[src/rtl/i2cslave.sv]
// I2C target that turns bus transactions into register-file write/read strobes.
// SCL/SDA are synchronized and glitch-filtered; all bus decisions use the filtered levels.
module i2cslave #(
    parameter logic [6:0] ADDR   = 7'h50,
    parameter int         FILTER = 3
) (
    input  logic       clk,
    input  logic       rst,
    input  logic       scl,
    input  logic       sdarx,
    output logic       sdaoe,
    output logic [7:0] regaddr,
    output logic [7:0] wdata,
    output logic       wstb,
    output logic       rstb,
    input  logic [7:0] rdata,
    output logic       busy
);
    localparam int CNT_W = (FILTER > 1) ? $clog2(FILTER) : 1;

    typedef enum logic [2:0] {
        S_IDLE, S_ADDR, S_ADDRACK, S_PTR, S_WDATA, S_WACK, S_RDATA, S_RDACK
    } state_t;

    state_t           state, state_nxt;
    logic [1:0]       pin_p0, pin_p1, flt, flt_q;   // bit 0 = SCL, bit 1 = SDA
    logic [CNT_W-1:0] flt_cnt [2];
    logic             scl_rise, scl_fall, start_det, stop_det, byte_done, tx_shift;
    logic [2:0]       bitcnt;
    logic             ninth, rw, rd_vld_p1;
    logic [7:0]       shreg, rx_byte;

    // stage p0/p1: two-flop synchronizer; then FILTER-deep agreement filter
    always_ff @(posedge clk) begin
        if (rst) begin
            pin_p0 <= 2'b11;
            pin_p1 <= 2'b11;
            flt    <= 2'b11;
            flt_q  <= 2'b11;
            for (int i = 0; i < 2; i++) flt_cnt[i] <= '0;
        end else begin
            pin_p0 <= {sdarx, scl};
            pin_p1 <= pin_p0;
            flt_q  <= flt;
            for (int i = 0; i < 2; i++) begin
                if (pin_p1[i] == flt[i]) begin
                    flt_cnt[i] <= '0;
                end else if (flt_cnt[i] == CNT_W'(FILTER - 1)) begin
                    flt[i]     <= pin_p1[i];
                    flt_cnt[i] <= '0;
                end else begin
                    flt_cnt[i] <= flt_cnt[i] + 1'b1;
                end
            end
        end
    end

    assign scl_rise  = flt[0] & ~flt_q[0];
    assign scl_fall  = ~flt[0] & flt_q[0];
    assign start_det = flt[0] & flt_q[0] & flt_q[1] & ~flt[1];
    assign stop_det  = flt[0] & flt_q[0] & ~flt_q[1] & flt[1];
    assign byte_done = scl_rise && (bitcnt == 3'd7);
    assign rx_byte   = {shreg[6:0], flt[1]};
    assign tx_shift  = scl_fall && ((state == S_ADDRACK && ninth && rw) ||
                                    (state == S_RDATA && bitcnt != 3'd0) ||
                                    (state == S_RDACK));

    always_ff @(posedge clk) begin
        if (rst) state <= S_IDLE;
        else     state <= state_nxt;
    end

    always_comb begin
        state_nxt = state;
        if (start_det) begin
            state_nxt = S_ADDR;
        end else if (stop_det) begin
            state_nxt = S_IDLE;
        end else begin
            case (state)
                S_ADDR:    if (byte_done) state_nxt = (shreg[6:0] == ADDR) ? S_ADDRACK : S_IDLE;
                S_ADDRACK: if (scl_fall && ninth) state_nxt = rw ? S_RDATA : S_PTR;
                S_PTR:     if (byte_done) state_nxt = S_WACK;
                S_WDATA:   if (byte_done) state_nxt = S_WACK;
                S_WACK:    if (scl_fall && ninth) state_nxt = S_WDATA;
                S_RDATA:   if (scl_fall && bitcnt == 3'd0) state_nxt = S_RDACK;
                S_RDACK: begin
                    if (scl_rise && flt[1]) state_nxt = S_IDLE;
                    else if (scl_fall)      state_nxt = S_RDATA;
                end
                default:   state_nxt = state;
            endcase
        end
    end

    // stage p1: read data returns two cycles after rstb
    always_ff @(posedge clk) begin
        if (rd_vld_p1)
            shreg <= rdata;
        else if (scl_rise && (state inside {S_ADDR, S_PTR, S_WDATA}))
            shreg <= rx_byte;
        else if (tx_shift)
            shreg <= {shreg[6:0], 1'b0};
    end

    always_ff @(posedge clk) begin
        if (rst) begin
            sdaoe     <= 1'b0;
            regaddr   <= 8'd0;
            wdata     <= 8'd0;
            wstb      <= 1'b0;
            rstb      <= 1'b0;
            busy      <= 1'b0;
            bitcnt    <= 3'd0;
            ninth     <= 1'b0;
            rw        <= 1'b0;
            rd_vld_p1 <= 1'b0;
        end else begin
            wstb      <= 1'b0;
            rstb      <= 1'b0;
            rd_vld_p1 <= rstb;
            if (wstb) regaddr <= regaddr + 8'd1;
            if (start_det || stop_det) begin
                bitcnt <= 3'd0;
                ninth  <= 1'b0;
                sdaoe  <= 1'b0;
                if (stop_det) busy <= 1'b0;
            end else begin
                if (scl_rise && (state inside {S_ADDR, S_PTR, S_WDATA, S_RDATA}))
                    bitcnt <= bitcnt + 3'd1;
                case (state)
                    S_ADDR: if (byte_done) begin
                        rw   <= flt[1];
                        busy <= (shreg[6:0] == ADDR);
                    end
                    S_PTR:   if (byte_done) regaddr <= rx_byte;
                    S_WDATA: if (byte_done) begin
                        wdata <= rx_byte;
                        wstb  <= 1'b1;
                    end
                    // first fall drives ACK, second fall ends it (and starts read data)
                    S_ADDRACK, S_WACK: if (scl_fall) begin
                        if (!ninth) begin
                            ninth <= 1'b1;
                            sdaoe <= 1'b1;
                            if (state == S_ADDRACK && rw) rstb <= 1'b1;
                        end else begin
                            ninth <= 1'b0;
                            sdaoe <= (state == S_ADDRACK && rw) ? ~shreg[7] : 1'b0;
                        end
                    end
                    S_RDATA: if (scl_fall) sdaoe <= (bitcnt == 3'd0) ? 1'b0 : ~shreg[7];
                    S_RDACK: begin
                        if (scl_rise) begin
                            if (flt[1]) begin
                                busy <= 1'b0;
                            end else begin
                                regaddr <= regaddr + 8'd1;
                                rstb    <= 1'b1;
                            end
                        end
                        if (scl_fall) sdaoe <= ~shreg[7];
                    end
                    default: ;
                endcase
            end
        end
    end
endmodule

[config.mk]
export PLATFORM = sky130hd
export DESIGN_NAME = i2cslave
export DESIGN_NICKNAME = d
export VERILOG_FILES = /design/src/rtl/i2cslave.sv
export SDC_FILE = /design/constraint.sdc
export NUM_CORES = 1
export LEC_CHECK = 0
export ABC_AREA = 1
export BUFFER_PORTS_ARGS = -buffer_cell sky130_fd_sc_hd__buf_2
export CAP_MARGIN = 20
export CORE_MARGIN = 4
export CORE_UTILIZATION = 55
export DETAILED_ROUTE_END_ITERATION = 6
export GPL_ROUTABILITY_DRIVEN = 0
export PLACE_DENSITY = 0.72
export SYNTH_ARGS = -nofsm -noshare
export SYNTH_HDL_FRONTEND = slang
export SYNTH_SLANG_ARGS = --single-unit
[constraint.sdc]
create_clock -name clk -period 2.6 [get_ports clk]
set_clock_uncertainty 0.15 [all_clocks]
set_input_delay 0.52 -clock clk [delete_from_list [all_inputs] [get_ports clk]]
set_output_delay 0.52 -clock clk [all_outputs]
set_load 0.01 [all_outputs]
# Word level (Yosys, flattened, before mapping)
# Memories as Yosys holds them, arrays and structs flattened.
# Cells that the tools add are included.
# totals
regBits,45
latch_bits,0
mem_bits_rw,4
mem_bits_ro,0
inputBits,12
output_inout_bits,20
elab_cells,186
n_memories,1
# memory_table
memory,depth,width,rd,rd_clocked_by_memory_dff,write_ports,line,source
flt_cnt,2,2,2,0,2,27,logic [CNT_W-1:0] flt_cnt [2];
# op_classes
n_addsub,4
n_mul,0
n_div,0
n_lt_le_gt_ge,0
n_eq_ne,32
shift,0
n_mux,72
n_bitwise,22
n_reduce_logical,37
# op_table
cell,n
8-bit two-way mux,8
1-bit two-way mux,44
3-bit two-way mux,8
3-bit case mux with 6 select lines,1
2-bit inequality test (second input constant),8
4-bit inequality test (second input constant),4
8-bit case mux with 2 select lines,1
3-bit == test (second input constant),5
3-bit nonzero test,5
2-bit two-way mux,7
7-bit AND reduction,2
1-bit logical AND,11
3-bit by 2-bit inequality test with 1-bit output (second input constant),3
1-bit NOT,9
8-bit by 1-bit adder with 8-bit output (second input constant),1
8-bit nonzero test,1
1-bit bitwise AND,7
7-bit == test (second input constant),1
3-bit by 2-bit == test with 1-bit output (second input constant),2
1-bit OR,6
2-bit AND reduction,3
3-bit AND reduction,2
6-bit nonzero test,1
2-bit OR reduction,3
17 further kinds,24

# Logic depth before layout (Yosys ltp)
# Gate-level depths: netlist of the first run.
# logic_depth
depth_word,9
depth_mapped,12
mapped_depth_nobuf,12

# Worst setup path after synthesis of the first run
# No wires, ideal clock.
# synth_timing
path_kind,flip-flop to flip-flop
start,register state[1]
end,"register shreg[0], enable pin"
setup_ps,377
arrival_ps,1306
required_ps,2073
slack_ps,767
path_stages_with_launch,5
path_buffers,0
synth_period_minus_slack_ps,1833
path_cell_list,dfxtp_1 nand2_2 nor2_2 nand2_1 o2111ai_1
# synth_via
elab_chain_cells,7
elab_cells_between_ends,15
cone_classes,6 x eq/ne; 9 x reduce/logical
# synth_lines
item,line,source
"start, declared",25,"state_t state, state_nxt;"
"start signal, assigned",70,else state <= state_nxt;
3-bit by 2-bit == test with 1-bit output,64,assign tx_shift = scl_fall && ((state == S_ADDRACK && ninth && rw) ||
1-bit logical AND (2 in a row),64,
1-bit logical OR,64,
1-bit logical OR,65,(state == S_RDATA && bitcnt != 3'd0) ||
1-bit logical AND,64,
3-bit nonzero test (no source line) (*),n/a,
"end signal, assigned",99,shreg <= rdata;
"end signal, assigned",101,shreg <= rx_byte;
"end signal, assigned",103,"shreg <= {shreg[6:0], 1'b0};"
"end, declared",31,"logic [7:0] shreg, rx_byte;"
# Every way passes the cells marked *; elsewhere a longest branch is shown, timed or not.
# A chain may end at the register's enable or synchronous reset.

# Worst setup path after layout of the first run
# layout_timing
start,register state[2]
end,"register shreg[7], enable pin"
# The elaborated chain is that of the path after synthesis.

==> results of run 1 <==
[cell families after synthesis]
family          count (synthesis)  synth area share (%)
compound gates                 67                  13.6
xor+xnor                        3                 0.956
fa+ha+maj                       7                  3.19
buf+inv                        57                  8.01
flops                          49                  40.1
other cells                     1                 0.136
simple gates                  196                  34.1
[power groups by stage]
stage | Combinational [mW] | Sequential (mW) | Clock, mW
floorplan | 0.303 | 0.866 | 0
finish | 0.384 | 0.854 | 0.434
global route | 0.432 | 0.861 | 0.484
CTS | 0.380 | 0.854 | 0.448
detailed placement | 0.379 | 0.872 | 0
global placement | 0.379 | 0.868 | 0
[metrics by stage]
step	setup WS [ps]	utilization, %	hold slack (ps)	area, µm²
finish	414	63.9	251	3060
detailed placement	435	62.2	250	2980
global placement	536	62.2	246	2980
floorplan	767	-	239	2760
CTS	424	63.9	242	3060
global route	225	63.9	240	3060
[routing by layer]
metal  vias up  wire length [µm]  GRT usage (%)
met5         -                 0              0
met4         0                93           8.92
met3         9               394           3.78
met2        68              2650           31.2
met1      1114              2870           28.5
li1       1305                 -              -
[registers in the layout (all words and copies together), names as in the netlist]
signal / cells
state: 3
rw: 1
rd_vld_p1: 1
pin_p1: 2
pin_p0: 2
bitcnt: 3
wdata: 8
ninth: 1
shreg: 8
flt_q: 2
flt_cnt: 4
sdaoe: 1
regaddr: 8
busy: 1
wstb: 1
flt: 2
rstb: 1
[critical path, delay by kind of cell, from the launching register on]
kind                     cells  cell delay (ps)
AO/OA/AOI/OAI                2              770
adder cells (fa/ha/maj)      1              200
flip-flops                   1              550
buffers and inverters        1              130
[cell usage after synthesis (4+ instances only)]
cell type   n  area [µm²]
nand2_1    98         368
inv_1      42         158
dfxtp_1    37         741
nand3_1    33         165
nor2_1     30         113
a21oi_1    26         130
o21ai_0    23         115
edfxtp_1   12         360
nand2_2     9        56.3
inv_2       8        30.0
ha_1        7        87.6
nor2_4      5        56.3
nand2_4     4        45.0
or2_2       4        25.0
[area by class of cell]
type | count | area (µm²) | area share [%]
Tap cell | 67 | 83.8 | 2.74
Clock buffer | 6 | 72.6 | 2.37
Inverter | 52 | 199 | 6.50
Multi-Input combinational cell | 277 | 1440 | 47.0
Sequential cell | 49 | 1100 | 36.0
Timing Repair Buffer | 31 | 155 | 5.07
Clock inverter | 2 | 10.0 | 0.327
[worst paths after layout]
kind	startpoint	to	slack, ps	depth (start not counted)
min	sdarx	pin_p0[1]	250	2
max reg2reg	state[2]	shreg[7]	410	4
max	state[2]	shreg[7]	410	4
min reg2reg	rstb	rd_vld_p1	270	2
==> flow_metrics.tcl, run 1 <==
set metrics [dict create \
    drt_iter0_drc 200 \
    grt_pass1_wl_mm 10.2 \
    instances_no_fill 484 \
    finalPower_mw 1.67 \
    period_share_pct 84.1 \
    async_flop_share_pct 0 \
    drive_above_1_share_pct 18.9 \
    diodes 0 \
    tritoncts "done" \
    mostFrequentLayoutCells "nand2_1, inv_1, dfxtp_1" \
    port_buffers 31 \
    max_freq_mhz 458 \
    cts_buffers 5 \
    required_ps 2360 \
    cpPeakStageDelay_ps 550 \
    grt_max_degree 17 \
    yosysWarnings 0 \
    start_util_pct 57.4 \
    dieArea_um2 6190 \
    die_y_um 78.7 \
    cts.clk_slew.worst_paths_ps 80 \
    cts_buffer_depth 2 \
    post_cts_buffers 0 \
    syn_area_um2 2750 \
    tightest_slew_ps 804 \
    synthFlopType "dfxtp_1" \
    cts_max_level 2 \
    die_w_um 78.7 \
    worstPathCellList "inv_4 > ha_1 > o21ai_0 > o2111ai_1" \
    swShare_pct 32.3 \
    cts_resized 0 \
    cp_max_fo 8 \
    grt.overflow.total 0 \
    cts.sinks 49 \
    synth_edf_count 12 \
    clkPwrFrac_pct 26.0 \
    area_growth_pct 11.3 \
    grt_usage_pct 20.6 \
    clock-root-buffer "clkbuf_8" \
    p_leak_nw 1.48 \
    rsz0062_at_grt "false" \
    vias 2496 \
    min_period_ps 2190 \
    hold_viol 0 \
    placeableCoreArea_um2 4790 \
    tns_ps 0 \
    grt_pass1_vias 2223 \
    pwr-share-seq_pct 51.1 \
    clk_latency_ps 300 \
    rows 25 \
    p_int_mw 1.13 \
    ant_nets 0 \
    worst_path_max_delay_cell "dfxtp_1" \
    dp_hpwl_mm 4.60 \
    power_density_nw_per_um2 547 \
    synth_cell_types 37 \
    drt-wirelength-per-cell_um 12.4 \
    synthCells 380 \
    status "finished, final reports clean" \
    worst-setup-path-type "reg2reg" \
    setup_viol 0 \
    drt_wl_total_mm 6.01 \
    comb_power_share_pct 23.0 \
    ys_seq_area_share_pct 40.1 \
    final_common_cell "nand2_1" \
    relSlewSlack_pct 46.4 \
    dp.cells 476 \
    antenna_found_initial 0 \
    cap_violations 0 \
    syn_avg_cell_area_um2 7.23 \
    switchingPower_uw 540 \
    nets 435 \
    cp-start-kind "flip-flop" \
    finalMaxSlewViolations 0 \
    hp-class "in2reg" \
    synth-seq-cells 49 \
    ios 32 \
    drt_pass1_iterations 4 \
    vias_per_cell 5.16 \
    arrival_ps 1940 \
    fillCellCount 466 \
    cts_hold_buf 0 \
    vdd_drop_max_v 0.000299 \
    cp-end-kind "flip-flop" \
    route.detailed.drc 0 \
]
Note: power is estimated with default switching activity, not from simulation.
==> run 2, diff against run 1 <==
Settings changed: CORE_UTILIZATION 55 to 52, PLACE_DENSITY 0.72 to 0.71.
Clock period 2.6 ns to 2 ns, I/O delays scaled along.
==> run 2 against run 1 <==
Critical path depth increased by 1. Combinational power up 34%. Worst hold slack worse by 130 ps. Via count increased by 0.56%. Final cell count increased by 2.3%. Count of clock-buffer cells in the layout unchanged. Worst setup slack got worse by 260 ps. Non-clock buffer count increased by 8. Routed wire length is 4.5% higher. Clock power up 63%. Maximum frequency rose by 18%.
==> flow_metrics.tcl, run 2 (synthesis results as in run 1) <==
set metrics [dict create \
    finalPower_mw 2.33 \
    fin_hold_ws_ps 122 \
    switchingPower_uw 720 \
    tritoncts "done" \
    place_ws_ps 181 \
    drt-wirelength-per-cell_um 12.7 \
    hold_depth 2 \
    p_int_mw 1.61 \
    clock-root-buffer "clkbuf_8" \
    crit_family "flip-flops" \
    die_y_um 80.7 \
    comb_power_share_pct 22.1 \
    nets 443 \
    placeableCoreArea_um2 5110 \
    layout_setup_ws_ps 153 \
    final_common_cell "nand2_1" \
    finalMaxSlewViolations 0 \
    cp-end-kind "flip-flop" \
    postLayoutCellArea_um2 3150 \
    cts_resized 0 \
    grt.overflow.total 0 \
    cts_hold_buf 0 \
    crit_end "shreg[1]" \
    port_buffers 31 \
    required_ps 1910 \
    tns_ps 0 \
    route.detailed.drc 0 \
    fin_util_pct 61.7 \
    cap_violations 0 \
    power_density_nw_per_um2 740 \
    period_share_pct 92.4 \
    worst_path_max_delay_cell "dfxtp_1" \
    dieArea_um2 6510 \
    worst-setup-path-type "reg2reg" \
    swShare_pct 30.9 \
    rows 26 \
    clk_latency_ps 300 \
    crit_buf_inv 2 \
    drt_iter0_drc 218 \
    dp_hpwl_mm 4.88 \
    instances_no_fill 495 \
    grt_pass1_vias 2385 \
    cts.clk_slew.worst_paths_ps 90 \
    worstPathCellList "inv_4 > ha_1 > o21ai_0 > o2111ai_1 > buf_4" \
    setup_viol 0 \
    status "finished, final reports clean" \
    timing.rr.end "shreg[1]" \
    post_cts_buffers 0 \
    cts.sinks 49 \
    dp.cells 487 \
    area_growth_pct 14.7 \
    drt_wl_total_mm 6.28 \
    hold_viol 0 \
    worstSetupStartpoint "state[2]" \
    r2r_setup_slack_ps 150 \
    cts_max_level 2 \
    max_freq_mhz 541 \
    grt_usage_pct 21.8 \
    drive_above_1_share_pct 20.5 \
    grt_max_degree 17 \
    ant_nets 0 \
    place_area_um2 3040 \
    min_period_ps 1850 \
    path_depth 5 \
    ios 32 \
    drt_pass1_iterations 4 \
    reg2reg_from "state[2]" \
    die_w_um 80.7 \
    arrival_ps 1760 \
    vias 2510 \
    top_regs "regaddr: 8 flops, shreg: 8 flops, wdata: 8 flops" \
    mostFrequentLayoutCells "nand2_1, inv_1, dfxtp_1" \
    diodes 0 \
    vias_per_cell 5.07 \
    cpPeakStageDelay_ps 530 \
    ff2ff_path_depth 5 \
    p_leak_nw 1.53 \
    start_util_pct 53.8 \
    pwr-share-seq_pct 47.5 \
    hp-class "in2reg" \
    cp-start-kind "flip-flop" \
    rsz0062_at_grt "false" \
    grt_pass1_wl_mm 11.0 \
    cts_buffers 5 \
    cp_max_fo 8 \
    clkPwrFrac_pct 30.3 \
    vdd_drop_max_v 0.000620 \
    cts_buffer_depth 2 \
    antenna_found_initial 0 \
]
-- run 2: changes by cell type in the layout (fill, tap and decap cells not counted) --
cell       change
clkinv_2       -2
clkinv_4       +1
buf_4          +8
bufinv_16      +1
-- run 2: power by group through the flow --
stage	clock [mW]	combinational, mW	sequential [mW]
after floorplan	0	0.394	1.13
after global placement	0	0.502	1.13
after detailed placement	0	0.507	1.13
after CTS	0.728	0.515	1.11
after global routing	0.765	0.576	1.11
final	0.708	0.516	1.11
-- run 2: area by class of cell --
type                       count  area, µm²
tap                           70       87.6
timing repair buffer          39        215
sequential                    49       1100
inverter                      52        199
multi-input combinational    277       1440
fill                         514       1960
clock buffer                   6       72.6
clock inverter                 2       38.8
-- run 2: worst register-to-register path: stages, from the launching register on --
cell	delay (ps)
dfxtp_1	530
inv_4	120
ha_1	200
o21ai_0	250
o2111ai_1	160
buf_4	200
-- run 2: worst min path at each step --
stage,start,endpoint,slack [ps]
after global routing,scl,pin_p0[0],120
after floorplan,pin_p0[0],pin_p1[0],240
final,scl,pin_p0[0],120
after detailed placement,pin_p0[1],pin_p1[1],260
after CTS,scl,pin_p0[0],120
after global placement,pin_p0[1],pin_p1[1],240
-- run 2: routing by layer --
metal	vias to the layer above	track usage [%]	wire (µm)
li1	1322	-	-
met1	1097	30.0	2960
met2	81	34.6	2840
met3	10	3.25	328
met4	0	7.94	146
met5	-	0	0
==> run 3, diff against run 2 <==
Settings changed: CORE_ASPECT_RATIO set to 0.7, CORE_UTILIZATION 52 to 55, PLACE_DENSITY 0.71 to 0.72.
Clock period 2 ns to 1.7 ns, I/O delays scaled along.
==> run 3 against run 2 <==
Routed wire length is 14% higher. Sequential cell count stayed put. Via count is 8.0% higher. Final cell count is 4.0% higher. Utilization is 9.9 points higher. Non-clock buffer count is 21 higher. Sequential power is 18% higher. Largest power group unchanged.
==> flow_metrics.tcl, run 3 (synthesis results as in run 1) <==
set metrics [dict create \
    status "finished, final reports clean" \
    arrival_ps 1750 \
    reg2reg_from "bitcnt[0]" \
    grt_pass1_vias 2446 \
    diodes 0 \
    clock-root-buffer "clkbuf_8" \
    place_area_um2 3150 \
    period_share_pct 98.2 \
    ff2ff_path_depth 8 \
    min-delay-start "sdarx" \
    cap_violations 0 \
    die_y_um 67.1 \
    fin_util_pct 71.6 \
    dieArea_um2 6210 \
    drt-wirelength-per-cell_um 13.9 \
    power_density_nw_per_um2 786 \
    vias 2711 \
    setup_viol 0 \
    area_growth_pct 25.4 \
    port_buffers 31 \
    rows 21 \
    grt_pass1_wl_mm 11.5 \
    nets 464 \
    tritoncts "done" \
    dp.cells 498 \
    holdPathEnd "pin_p0[1]" \
    cts.sinks 49 \
    dp_hpwl_mm 5.15 \
    hold_viol 0 \
    drt_iter0_drc 143 \
    cts_buffers 5 \
    finalPower_mw 2.71 \
    cts_buffer_depth 2 \
    mostFrequentLayoutCells "nand2_1, inv_1, nand3_1" \
    cp-end-kind "flip-flop" \
    finalMaxSlewViolations 0 \
    fillCellCount 386 \
    ios 32 \
    seqCellArea_um2 1120 \
    postLayoutCellArea_um2 3440 \
    required_ps 1780 \
    instances_no_fill 515 \
    top_regs "regaddr: 8 flops, shreg: 8 flops, wdata: 8 flops" \
    route.detailed.drc 0 \
    die_w_um 92.5 \
    clk_latency_ps 310 \
    ant_nets 0 \
    hold_depth 2 \
    drive_above_1_share_pct 30.3 \
    drt_wl_total_mm 7.18 \
    multi_input_area_um2 1540 \
    final_common_cell "nand2_1" \
    grt_max_degree 16 \
    max_freq_mhz 599 \
    grt.overflow.total 0 \
    grt_usage_pct 23.6 \
    cts_max_level 2 \
    min_period_ps 1670 \
    worst-setup-path-type "reg2reg" \
    hp-class "in2reg" \
    antenna_found_initial 0 \
    layout_setup_ws_ps 29.9 \
    cp-start-kind "flip-flop" \
    cts_hold_buf 0 \
    cts.clk_slew.worst_paths_ps 90 \
    r2r_setup_slack_ps 30 \
    timing.rr.end "wdata[4]" \
    vias_per_cell 5.26 \
    cp_max_fo 7 \
    vdd_drop_max_v 0.000623 \
    placeableCoreArea_um2 4810 \
    start_util_pct 57.1 \
    place_ws_ps -9.94 \
    drt_pass1_iterations 5 \
    p_leak_nw 1.66 \
]
-- run 3: changes by cell type in the layout (fill, tap and decap cells not counted), sizes merged --
cell and delta:
bufinv -1, buf +20, clkinv +1, inv +1
-- run 3: what timing repair did --
| item | in CTS | in global routing |
|---|---|---|
| setup buffers | 0 | 8 |
| gates cloned | 0 | 1 |
| pin swaps | 0 | 7 |
| setup endpoints to repair | 8 | 26 |
| gates resized for setup | 2 | 42 |
-- run 3: how the worst max path moves through the flow --
stage	cells after the start	slack, ps	start	to
after global placement	6	2	state[1]	shreg[3]
final	8	30	bitcnt[0]	wdata[4]
after floorplan	5	10	state[1]	shreg[0]
after global routing	8	-9	bitcnt[0]	wdata[3]
after detailed placement	6	-10	state[0]	shreg[3]
after CTS	8	10	state[1]	shreg[4]
-- run 3: report_power, final --
group,total (mW),switching [mW],internal (mW)
logic,0.709,0.440,0.269
clock network,0.686,0.401,0.285
registers,1.31,0.0592,1.25
-- run 3: critical path, cell delays in order (launching register included) --
cell,delay (ps)
dfxtp_4,380
ha_4,140
ha_4,130
nand2_4,80
buf_4,160
nor2_4,190
clkbuf_16,180
o21ai_0,60
a21oi_1,130
-- run 3: cell type report --
cell class              count  area share, %
multi-input cells         277           44.6
repair buffers             60           11.8
well taps                  69           2.51
flip-flops and latches     49           32.6
inverters                  52           5.96
clock inverters             3          0.509
clock buffers               5           2.00
-- run 3: through the flow --
stage	hold WS (ps)	TNS, ps
after floorplan	239	0
after global placement	241	0
after detailed placement	247	-78.6
after CTS	68.4	0
after global routing	71.8	-27.7
final	70.6	0
-- run 3: per-layer routing --
metal / track usage (%) / share of wire, % / vias up
met1: 34.2 / 47 / 1210
met3: 4.57 / 9.2 / 9
met5: 0 / 0 / -
li1: - / - / 1364
met4: 6.85 / 1.2 / 0
met2: 35.9 / 43 / 128
